$ cat src/rtl/rv32_pkg.sv
`default_nettype none
// ============================================================================
// Module      : rv32_pkg
// Description : Shared RV32 definitions for the execute stage: operand width,
//               divider state encoding, divide-by-zero quotient and a
//               two's-complement helper used by the optional signed path.
// Revision    : 1.0 - initial release
// ============================================================================
package rv32_pkg;

  // Architectural operand width
  localparam int XLEN = 32;

  // Quotient returned for any division by zero (RISC-V semantics)
  localparam logic [XLEN-1:0] COCIENTE_DIV0 = 32'hFFFF_FFFF;

  // Divider state encoding
  localparam logic [1:0] REPOSO  = 2'd0;
  localparam logic [1:0] CALCULO = 2'd1;
  localparam logic [1:0] FIN     = 2'd2;

  typedef enum logic [1:0] {
    ST_REPOSO  = REPOSO,
    ST_CALCULO = CALCULO,
    ST_FIN     = FIN
  } div_estado_t;

  // Two's-complement negation, kept apart from the shared subtractor
  function automatic logic [XLEN-1:0] neg2c(input logic [XLEN-1:0] x);
    return (~x) + {{(XLEN-1){1'b0}}, 1'b1};
  endfunction

endpackage : rv32_pkg
`default_nettype wire

$ cat src/rtl/fn_suma_resta.sv
`default_nettype none
// ============================================================================
// Module      : fn_suma_resta
// Description : W-bit adder/subtractor. With resta=1 it computes a - b as
//               a + ~b + 1; cout is then the "no borrow" flag (a >= b).
// Revision    : 1.0 - initial release
// ============================================================================
module fn_suma_resta #(
  parameter int W = 32
) (
  input  logic [W-1:0] a,
  input  logic [W-1:0] b,
  input  logic         resta,
  output logic [W-1:0] s,
  output logic         cout
);

  logic [W-1:0] w_b_ef;
  logic [W:0]   w_suma;

  // Conditionally invert b and inject the carry-in for subtraction
  assign w_b_ef = b ^ {W{resta}};
  assign w_suma = {1'b0, a} + {1'b0, w_b_ef} + {{W{1'b0}}, resta};
  assign s      = w_suma[W-1:0];
  assign cout   = w_suma[W];

endmodule : fn_suma_resta
`default_nettype wire

$ cat src/rtl/div_secuencial.sv
`default_nettype none
// ============================================================================
// Module      : div_secuencial
// Description : Multi-cycle restoring divider for RV32M DIVU/REMU, one step
//               per clock over N_ITER steps, using one shared fn_suma_resta
//               in subtract mode. Divide by zero completes in one cycle.
//               Optional macro DIV_SIGNO_EN adds DIV/REM (signed) support via
//               magnitude division plus sign correction at FIN entry.
// Revision    : 1.0 - initial release
// ============================================================================
module div_secuencial
  import rv32_pkg::*;
#(
  // Tied to the operand width; the counter and shift path assume N_ITER == XLEN
  parameter int N_ITER = XLEN
) (
  input  logic            clk,
  input  logic            reset,
  input  logic            inicio,
  input  logic            con_signo,
  input  logic [XLEN-1:0] dividendo,
  input  logic [XLEN-1:0] divisor,
  output logic            ocupado,
  output logic            listo,
  output logic [XLEN-1:0] cociente,
  output logic [XLEN-1:0] resto
);

  localparam int CW = $clog2(N_ITER);

  // --------------------------------------------------------------------------
  // Declarations
  // --------------------------------------------------------------------------
  div_estado_t     r_estado;
  div_estado_t     w_estado_sig;

  logic [CW-1:0]   r_cont;
  logic [XLEN-1:0] r_rem;      // partial remainder R
  logic [XLEN-1:0] r_quo;      // shifting dividend / quotient Q
  logic [XLEN-1:0] r_dvs;      // divisor magnitude D

  logic            w_acepta;   // start request taken this cycle
  logic            w_div0;
  logic            w_ultimo;   // current step is the last one

  logic [XLEN-1:0] w_mag_a;    // dividend as loaded into Q
  logic [XLEN-1:0] w_mag_b;    // divisor as loaded into D

  logic [XLEN-1:0] w_r_sh;     // R' = {R,Q} << 1, upper half
  logic [XLEN-1:0] w_q_sh;     // Q' = {R,Q} << 1, lower half
  logic [XLEN-1:0] w_t;        // R' - D
  logic            w_cout;     // R' >= D (no borrow)
  logic            w_ok;       // step succeeds
  logic [XLEN-1:0] w_rem_sig;
  logic [XLEN-1:0] w_quo_sig;

  logic [XLEN-1:0] w_q_fin;    // quotient after sign correction
  logic [XLEN-1:0] w_r_fin;    // remainder after sign correction

  // --------------------------------------------------------------------------
  // Request qualification
  // --------------------------------------------------------------------------
  assign w_acepta = (r_estado == ST_REPOSO) && inicio;
  assign w_div0   = (divisor == '0);
  assign w_ultimo = (r_cont == CW'(N_ITER - 1));

  // --------------------------------------------------------------------------
  // Operand conditioning and result sign correction
  // --------------------------------------------------------------------------
`ifdef DIV_SIGNO_EN
  logic w_neg_a;
  logic w_neg_b;
  logic r_neg_q;
  logic r_neg_r;

  assign w_neg_a = con_signo & dividendo[XLEN-1];
  assign w_neg_b = con_signo & divisor[XLEN-1];
  assign w_mag_a = w_neg_a ? neg2c(dividendo) : dividendo;
  assign w_mag_b = w_neg_b ? neg2c(divisor)   : divisor;

  // Quotient negated when signs differ; remainder follows the dividend sign
  assign w_q_fin = r_neg_q ? neg2c(w_quo_sig) : w_quo_sig;
  assign w_r_fin = r_neg_r ? neg2c(w_rem_sig) : w_rem_sig;

  // Capture the sign flags together with the operand magnitudes
  always_ff @(posedge clk or posedge reset) begin
    if (reset) begin
      r_neg_q <= 1'b0;
      r_neg_r <= 1'b0;
    end else if (w_acepta) begin
      r_neg_q <= w_neg_a ^ w_neg_b;
      r_neg_r <= w_neg_a;
    end
  end
`else
  // Unsigned-only build: con_signo has no effect
  logic w_unused_signo;

  assign w_unused_signo = con_signo;
  assign w_mag_a        = dividendo;
  assign w_mag_b        = divisor;
  assign w_q_fin        = w_quo_sig;
  assign w_r_fin        = w_rem_sig;
`endif

  // --------------------------------------------------------------------------
  // One restoring-division step
  // --------------------------------------------------------------------------
  assign w_r_sh = {r_rem[XLEN-2:0], r_quo[XLEN-1]};
  assign w_q_sh = {r_quo[XLEN-2:0], 1'b0};

  fn_suma_resta #(
    .W (XLEN)
  ) u_suma_resta (
    .a     (w_r_sh),
    .b     (r_dvs),
    .resta (1'b1),
    .s     (w_t),
    .cout  (w_cout)
  );

  // A set R[31] means the shifted remainder is a 33-bit value above D
  assign w_ok      = r_rem[XLEN-1] | w_cout;
  assign w_rem_sig = w_ok ? w_t : w_r_sh;
  assign w_quo_sig = w_q_sh | {{(XLEN-1){1'b0}}, w_ok};

  // --------------------------------------------------------------------------
  // Control FSM
  // --------------------------------------------------------------------------

  // State register
  always_ff @(posedge clk or posedge reset) begin
    if (reset) begin
      r_estado <= ST_REPOSO;
    end else begin
      r_estado <= w_estado_sig;
    end
  end

  // Next-state and status decode; status depends on state only
  always_comb begin
    w_estado_sig = r_estado;
    ocupado      = 1'b0;
    listo        = 1'b0;
    case (r_estado)
      ST_REPOSO: begin
        if (inicio) begin
          w_estado_sig = w_div0 ? ST_FIN : ST_CALCULO;
        end
      end
      ST_CALCULO: begin
        ocupado = 1'b1;
        if (w_ultimo) begin
          w_estado_sig = ST_FIN;
        end
      end
      ST_FIN: begin
        listo        = 1'b1;
        w_estado_sig = ST_REPOSO;
      end
      default: begin
        w_estado_sig = ST_REPOSO;
      end
    endcase
  end

  // --------------------------------------------------------------------------
  // Datapath registers and result capture on FIN entry
  // --------------------------------------------------------------------------

  // Load on accept, iterate in CALCULO, register results when entering FIN
  always_ff @(posedge clk or posedge reset) begin
    if (reset) begin
      r_cont   <= '0;
      r_rem    <= '0;
      r_quo    <= '0;
      r_dvs    <= '0;
      cociente <= '0;
      resto    <= '0;
    end else begin
      case (r_estado)
        ST_REPOSO: begin
          if (inicio) begin
            r_rem  <= '0;
            r_quo  <= w_mag_a;
            r_dvs  <= w_mag_b;
            r_cont <= '0;
            if (w_div0) begin
              cociente <= COCIENTE_DIV0;
              resto    <= dividendo;
            end
          end
        end
        ST_CALCULO: begin
          r_rem  <= w_rem_sig;
          r_quo  <= w_quo_sig;
          r_cont <= r_cont + 1'b1;
          if (w_ultimo) begin
            cociente <= w_q_fin;
            resto    <= w_r_fin;
          end
        end
        default: begin
        end
      endcase
    end
  end

endmodule : div_secuencial
`default_nettype wire

$ cat config.mk
export PLATFORM = sky130hd
export DESIGN_NAME = div_secuencial
export DESIGN_NICKNAME = d
export VERILOG_FILES = /design/src/rtl/rv32_pkg.sv /design/src/rtl/fn_suma_resta.sv /design/src/rtl/div_secuencial.sv
export SDC_FILE = /design/constraint.sdc
export NUM_CORES = 1
export LEC_CHECK = 0
export CAP_MARGIN = 0
export CORE_UTILIZATION = 61
export DETAILED_ROUTE_END_ITERATION = 12
export DONT_BUFFER_PORTS = 1
export HOLD_SLACK_MARGIN = 0.06
export PLACE_DENSITY = 0.77
export SLEW_MARGIN = 20
export SYNTH_ARGS = -nofsm -noshare
export SYNTH_HDL_FRONTEND = slang
export SYNTH_HIERARCHICAL = 1
export SYNTH_SLANG_ARGS = --single-unit
$ cat constraint.sdc
create_clock -name clk -period 6.95 [get_ports clk]
set_input_delay 1.39 -clock clk [delete_from_list [all_inputs] [get_ports clk]]
set_output_delay 1.39 -clock clk [all_outputs]
set_load 0.05 [all_outputs]
==> impl.org, run 1 <==
** Timing
- In the finished design, the share of the clock period the worst path needs comes to 0.593.
- Measured against its own limit, the worst slew margin works out to 0.315.
- Number of hold-slack violations in the final timing report :: 0
- Period minus WS final :: 4120 ps
- The clock arrives with 11.6 ps of skew.
- Slew at the pin closest to its max-slew limit :: 1030 ps
- Max Transition Viols Final :: 0
- Setup TNS Final :: 0 ps
- Setup repair after global routing left no endpoint under its margin.
- Setup violations remaining at the end of the flow were counted as 0.
- Based on the critical path, the design can be clocked at up to 0.243 GHz.

** Clock network
- CTS saw 167 sinks.
- Clock-pin slew was measured on the worst setup and hold paths at 70 ps.
- Maximum level of the CTS H-tree :: 4
- Post-CTS Setup Inserts :: 0
- The number of gates resized after CTS was 0.
- Clk Latency, worst-skew pair :: 430 ps
- Buffers inserted during clock tree synthesis total 17.
- CTS tree :: yes
- Deepest clock path buffer count :: 2
- Post-CTS Hold Fix Bufs :: 0
- CTS placed an instance of clkbuf_16 at the clock tree root.

** Layout
- In the final layout, the share of cells above drive strength 1 is 0.137.
- The number of antenna diodes in the final layout is 0.
- Layout Utilization :: 0.669
- The layout has 1134 filler cells.
- In the final design database the tool counted 974 nets.
- Compared with the post-synthesis result, the final layout area differs by 6.21%.

** Synthesis
- The complex-gate fraction of the synthesized area came to 0.189.
- Of the total synthesized cell area, the portion taken by full adders, half adders and majority gates is 0.0508.
- Post-synthesis sequential area ratio :: 0.451
- After synthesis, the largest family of logic cells by area is compound AO/OA/AOI/OAI gates.
- The synthesized design contains 167 register bits.
- After synthesis, the mean cell area works out to 10.3 sq um.
- The netlist uses 63 different library cells.
- Post-Synth XOR/XNOR Area :: 0.0577
- Most used flip-flop cell after synthesis :: dfrtp_1
- After synthesis, the share of cell area in mux cells is 0.120.
- The cell count after synthesis came out at 900.
- The synthesized design contains 0 enable-type register cells.
- For this run, the number of Yosys warnings is 6.
- The number of nets in the synthesized netlist is 1005.
- Counting flops with an async set or reset pin after synthesis yields a share of 1.00.
- Cell area after technology mapping :: 9270 sq um
- Of the total synthesized cell area, the portion taken by AND, OR, NAND and NOR gates is 0.0956.

** Run status
- Outcome :: finished with violations
- The checks that failed: design-rule violations.

** Critical path
- Signal arrival time at the worst endpoint :: 4430 ps
- Category of the worst setup path capture point :: flip-flop
- The setup path with the least slack is of type flip-flop to flip-flop.
- Largest fanout on the critical path :: 97
- The worst setup path is launched from a flip-flop.
- At the worst endpoint, the required time is 7260 ps.

** Run
- Max-cap violation count :: 0

** Drt
- Antenna Nets Post-Route :: 0
- DRC errors left :: 9
- For this run, the detailed router's first-pass iteration total came to 9.
- After detailed routing, the average wire length per cell comes to 20.6 um.
- The routed layout has 6784 vias.
- Mean number of vias per cell :: 6.36
- First DRT Iteration DRCs :: 461
- WL final :: 21900 um

** Global route
- After global routing the overflow that remains totals 0.
- Pin count of the biggest net entering global routing :: 98
- The initial antenna violation count is 1.
- The first global-routing pass estimated 36400 um of wire.
- Gr usage total :: 0.294
- The number of global-route vias before repair came to 7080.

** Die
- The die covers 15700 sq um.
- Horizontal extent of the die :: 125 um
- Die span in y :: 125 um
- For this configuration, the core starts out at a cell density of 0.630.
- In this run the core area contains 44 standard-cell rows.
- Number of primary I/O pins :: 134
- Core box area :: 14700 sq um

** Hold path
- Path category of the worst min-delay check :: flip-flop to flip-flop

** Place
- RD Place Congestion :: 0.945
- The HPWL after detailed placement is 15500 um.
- Number of I/O port buffers :: 0
==> final timing paths <==
path	startpoint	endpoint	slack, ps	depth (start not counted)
hold reg to reg	r_quo[11]$_DFFE_PP0P_	r_quo[11]$_DFFE_PP0P_	500	1
setup reg to reg	r_estado[1]$_DFFE_PP0P_	resto[30]$_DFFE_PP0P_	2830	8
setup / recovery	r_estado[1]$_DFFE_PP0P_	resto[30]$_DFFE_PP0P_	2830	8
hold / removal	r_quo[11]$_DFFE_PP0P_	r_quo[11]$_DFFE_PP0P_	500	1
max in group asynchronous	reset	r_quo[19]$_DFFE_PP0P_	4930	2
min in group asynchronous	reset	r_dvs[9]$_DFFE_PP0P_	970	1
==> layer usage <==
layer	share of wire	up-vias	track usage
met4	0.028	2	0.112
met5	0.00059	-	0
met1	0.43	3384	0.368
met3	0.051	50	0.0659
li1	-	3162	-
met2	0.49	186	0.500
==> layout make-up <==
cell class / instances / area [sq um] / area share
Clock buffer: 19 / 453 / 0.0460
Clock inverter: 13 / 96.3 / 0.00979
Inverter: 12 / 50.0 / 0.00509
Multi-Input combinational cell: 664 / 4780 / 0.486
Sequential cell: 167 / 4180 / 0.425
Tap cell: 184 / 230 / 0.0234
Timing Repair Buffer: 7 / 52.6 / 0.00534
==> placed cells by master (no fill, tap or decap), types with 3 or more instances in the layout <==
cell type	instances
nor3_1	4
buf_4	7
inv_6	4
nand2b_1	3
a31oi_1	7
nor4_1	9
xor2_1	44
a211o_1	3
nand2_1	125
dfrtp_1	167
clkinv_2	4
a21o_1	45
clkbuf_16	17
a211oi_1	4
o21bai_1	6
nand4_1	9
o21ai_0	77
inv_1	10
nor2_1	27
o21a_1	7
clkinvlp_4	4
or3_1	3
mux2i_1	33
mux2_4	17
mux2_2	47
a21oi_1	62
o22a_1	31
nand3_1	5
ha_1	36
xnor2_1	17
==> stage by stage <==
stage	setup WS, ps	std cells	cell area, sq um	hold WS [ps]
4_1_cts	2820	1066	9840	507
3_5_place_dp	2830	1034	9290	493
5_1_grt	2570	1066	9840	527
6_report	2830	1066	9840	505
3_3_place_gp	2870	1034	9290	486
2_1_floorplan	1040	900	9270	472
==> worst max-delay path: stages (launching register included) <==
cell and delay, ps:
dfrtp_1 410, nand2b_2 180, buf_4 400, inv_2 840, nand2_4 430, nand2b_1 190, o21a_2 490, buf_4 620
mux2_2 400
==> cell families after synthesis <==
logic type	count (synthesis)
fa+ha+maj	37
compound gates	270
xor+xnor	61
mux	97
other cells	1
simple gates	198
flops	167
buf+inv	69
==> Yosys cell counts, types with 3 or more instances <==
cell type,number,share of area
dfrtp_1,167,0.45
nand2_1,125,0.051
o21ai_0,77,0.042
a21oi_1,62,0.033
mux2_2,47,0.057
a21o_1,45,0.036
xor2_1,44,0.042
ha_1,36,0.049
mux2i_1,33,0.036
o22a_1,31,0.029
clkbuf_1,28,0.011
nor2_1,27,0.011
buf_2,17,0.0092
mux2_4,17,0.028
xnor2_1,17,0.016
inv_1,11,0.0045
nand4_1,9,0.0061
nor4_1,9,0.0061
a31oi_1,7,0.0047
o21a_1,7,0.0057
o21bai_1,7,0.0057
buf_4,6,0.0049
nand3_1,5,0.0027
a211oi_1,4,0.0032
nand2b_1,4,0.0027
nor3_1,4,0.0022
a211o_1,3,0.0028
or3_1,3,0.0020
==> sequential cells by signal, summed over array words and instances, names as in the netlist <==
| name | cells |
|---|---|
| r_dvs | 32 |
| r_cont | 5 |
| r_estado | 2 |
| resto | 32 |
| r_rem | 32 |
| cociente | 32 |
| r_quo | 32 |
Power of run 1 is not shown: default switching activity piles up to over one toggle a cycle in this logic, so the estimate is an artifact.
==> run 2: changes to the inputs <==
--- a/config.mk
+++ b/config.mk
@@ -6,11 +6,11 @@
 export NUM_CORES = 1
 export LEC_CHECK = 0
 export CAP_MARGIN = 0
-export CORE_UTILIZATION = 61
+export CORE_UTILIZATION = 58
 export DETAILED_ROUTE_END_ITERATION = 12
 export DONT_BUFFER_PORTS = 1
 export HOLD_SLACK_MARGIN = 0.06
-export PLACE_DENSITY = 0.77
+export PLACE_DENSITY = 0.76
 export SLEW_MARGIN = 20
 export SYNTH_ARGS = -nofsm -noshare
 export SYNTH_HDL_FRONTEND = slang
==> constraint.sdc (replaced) <==
create_clock -name clk -period 3.75 [get_ports clk]
set_input_delay 0.75 -clock clk [delete_from_list [all_inputs] [get_ports clk]]
set_output_delay 0.75 -clock clk [all_outputs]
set_load 0.05 [all_outputs]
==> run 2 against run 1 <==
  * The run now ends clean
  * Global-route usage decreased by 1.4 points
  * Cell count increased by 4.8%
  * Critical path depth increased by 7
  * Worst setup slack got worse by 2700 ps
  * Fmax increased by 15%
  * Design area increased by 3.5%
  * Die area increased by 5.1%
  * Sequential share of layout area decreased by 1.4 points
  * First-iteration DRC count decreased by 5.9%
  * Core utilization decreased by 0.71 points
  * Register-to-register slack got worse by 2700 ps
  * Non-clock buffer count increased by 24
  * Highest routed layer is now met4
==> impl.org, run 2 (synthesis results as in run 1) <==
** Run status
- Outcome :: complete, no violations

** Drt
- Average wire per cell in the routed design :: 19.7 um (-4.2%)
- Antenna Nets Post-Route :: 0 (unchanged)
- The total wire length came to 22000 um (+0.42%).
- The count of TritonRoute iterations in the first routing pass is 5 (-4).
- The per-cell via count in the routed design is 6.13 (-3.7%).
- DRC errors left :: 0 (-9)
- Via Count :: 6843 (+0.87%)
- The initial DRC count is 434 (-5.9%).

** Timing
- The post-route clock period utilization came to 0.954 (+0.362).
- Max Transition Viols Final :: 0 (unchanged)
- Period minus WS final :: 3580 ps (-540 ps)
- The clock skew after layout was 7.54 ps (-4.11 ps).
- Unrepaired setup endpoints after global routing :: false
- The final-report setup violation count came to 0 (unchanged).
- The highest clock rate came to 0.279 GHz (+15%).
- Number of hold-slack violations in the final timing report :: 0 (unchanged)
- The aggregate negative setup slack is 0 ps (unchanged).
- The worst relative slew slack was 0.247 (-0.0676).
- Slew at the pin closest to its max-slew limit :: 1130 ps (+101 ps)
- The worst hold slack across all endpoints came to 372 ps (-133 ps).

** Layout
- The fraction of layout instances using a drive strength above 1 is 0.164 (+0.0273).
- Cell area after layout :: 10200 sq um (+3.5%)
- Most common cell after layout, fill and taps aside :: dfrtp_1
- The number of inserted diodes came to 0 (unchanged).
- Area Growth Syn to Fin :: 9.89%
- The total number of nets in the final design is 998 (+2.5%).
- Most used cells in the layout excluding fill and tap cells :: dfrtp_1 (167), nand2_1 (125), o21ai_0 (77), a21oi_1 (62), mux2_2 (47)

** Die
- The total core area came to 15400 sq um (+4.6%).
- Initial cell density of the core :: 0.603 (-0.0276)
- Die area :: 16500 sq um (+5.1%)
- Core Rows :: 45 (+2.3%)
- The height of the die was 128 um (+2.5%).
- Number of primary I/O pins :: 134 (unchanged)
- Horizontal extent of the die :: 128 um (+2.5%)

** Place
- Final HPWL DP :: 15700 um (+1.3%)
- Placed instance area :: 9550 sq um (+2.8%)
- The number of buffer cells added on primary ports was 0 (unchanged).
- The global placer's final weighted congestion came to 0.884 (-6.4%).

** Global route
- Grt total ovfl :: 0 (unchanged)
- Initial antenna violation count :: 0 (-1)
- The pin count of the biggest net entering global routing is 97 (-1.0%).
- Gr usage total :: 0.280 (-0.0144)
- The number of global-route vias before repair is 6895 (-2.6%).
- The wire length of the first global-routing pass came to 35600 um (-2.2%).

** Clock network
- The clock sink total came to 167 (unchanged).
- Clock slew at the register clock pins of the worst setup and hold paths :: 70 ps (about the same)
- Clock tree synthesis selected as its root buffer the cell clkbuf_16.
- Clk Latency, worst-skew pair :: 430 ps (about the same)
- The number of buffers added to fix hold violations after cts was 0 (unchanged).
- The largest buffer count on any clock path came to 2 (unchanged).
- The number of gates resized after cts was 0 (unchanged).
- The count of H-tree levels built during CTS is 4 (unchanged).
- The number of buffers inserted during clock tree synthesis is 17 (unchanged).
- Post-CTS Setup Inserts :: 0 (unchanged)
- TritonCTS built the clock tree.

** Critical path
- Setup CP Type :: flip-flop to flip-flop
- Launch instance of the worst register-to-register path :: r_dvs[1]$_DFFE_PP0P_
- Setup slack, reg-to-reg :: 170 ps (-2660 ps)
- Signal arrival time at the worst endpoint :: 3890 ps (-540 ps)
- Category of the worst setup path capture point :: flip-flop
- Setup crit start kind :: flip-flop
- Capture instance of the worst register-to-register path :: resto[12]$_DFFE_PP0P_
- The data required time of the critical path is 4060 ps (-3200 ps).
- Max incr delay on CP :: 410 ps (-430 ps)
- Following the worst setup path forward leads to its endpoint at resto[12]$_DFFE_PP0P_.
- The largest fanout on the critical path was 21 (-78%).
- Critical path depth in cells :: 15 (+7)
- The buffers plus inverters on the worst setup path is 3 (unchanged).
- Critical path startpoint :: r_dvs[1]$_DFFE_PP0P_
- Cell family contributing the most delay on the critical path :: compound AO/OA/AOI/OAI gates
- R2R cell count :: 15 (+7)
- Master of the slowest instance on the critical path :: dfrtp_1
- Traced cell by cell, the critical path runs through xor2_1 -> inv_1 -> fa_1 -> nor2b_1 -> o21bai_1 -> a311o_1 -> a21oi_2 -> nand4_1 -> a21oi_1 -> buf_4 -> nor2_4 -> buf_12 -> mux2i_1 -> o21ai_0 -> mux2_4.

** Hold path
- Path category of the worst min-delay check :: input port to asynchronous set/reset pin

** Run
- Max-cap violation count :: 0 (unchanged)
run 2: changes by cell type in the layout (fill, tap and decap cells not counted), moves of 2 or more:
| cell | delta |
|---|---|
| buf_12 | +4 |
| buf_4 | +20 |
| bufinv_16 | +2 |
| clkinv_2 | -2 |
| clkinvlp_4 | -2 |
| mux2i_1 | -3 |
| mux2i_2 | +2 |
run 2: worst min-delay path by stage:
stage	from	end	slack [ps]	depth (start not counted)
CTS	reset	cociente[7]$_DFFE_PP0P_	390	1
detailed placement	r_quo[28]$_DFFE_PP0P_	r_quo[28]$_DFFE_PP0P_	490	1
global route	reset	cociente[7]$_DFFE_PP0P_	410	1
finish	reset	r_quo[5]$_DFFE_PP0P_	370	1
global placement	r_quo[24]$_DFFE_PP0P_	r_quo[24]$_DFFE_PP0P_	490	1
floorplan	r_quo[10]$_DFFE_PP0P_	r_quo[10]$_DFFE_PP0P_	470	1
run 2: final cells by class:
cell class              count  area (sq um)
well taps                 211           264
flip-flops and latches    167          4180
inverters                  12          48.8
clock inverters            14           161
fillers                  1177          5190
repair buffers             31           283
multi-input cells         664          4810
clock buffers              18           439
run 2: layer usage:
layer | vias to the layer above | GRT usage | routed length (um)
met2 | 205 | 0.465 | 10900
li1 | 3207 | - | -
met5 | - | 0 | 0
met3 | 40 | 0.0819 | 1380
met1 | 3391 | 0.347 | 9190
met4 | 0 | 0.102 | 590
run 2: metrics by stage:
step,util,instances,setup slack (ps)
6_report,0.662,1117,171
5_1_grt,0.662,1117,9.36
4_1_cts,0.661,1117,148
3_5_place_dp,0.622,1085,238
3_3_place_gp,0.622,1085,261
2_1_floorplan,-,900,573
Power of run 2 is left out for the same reason.
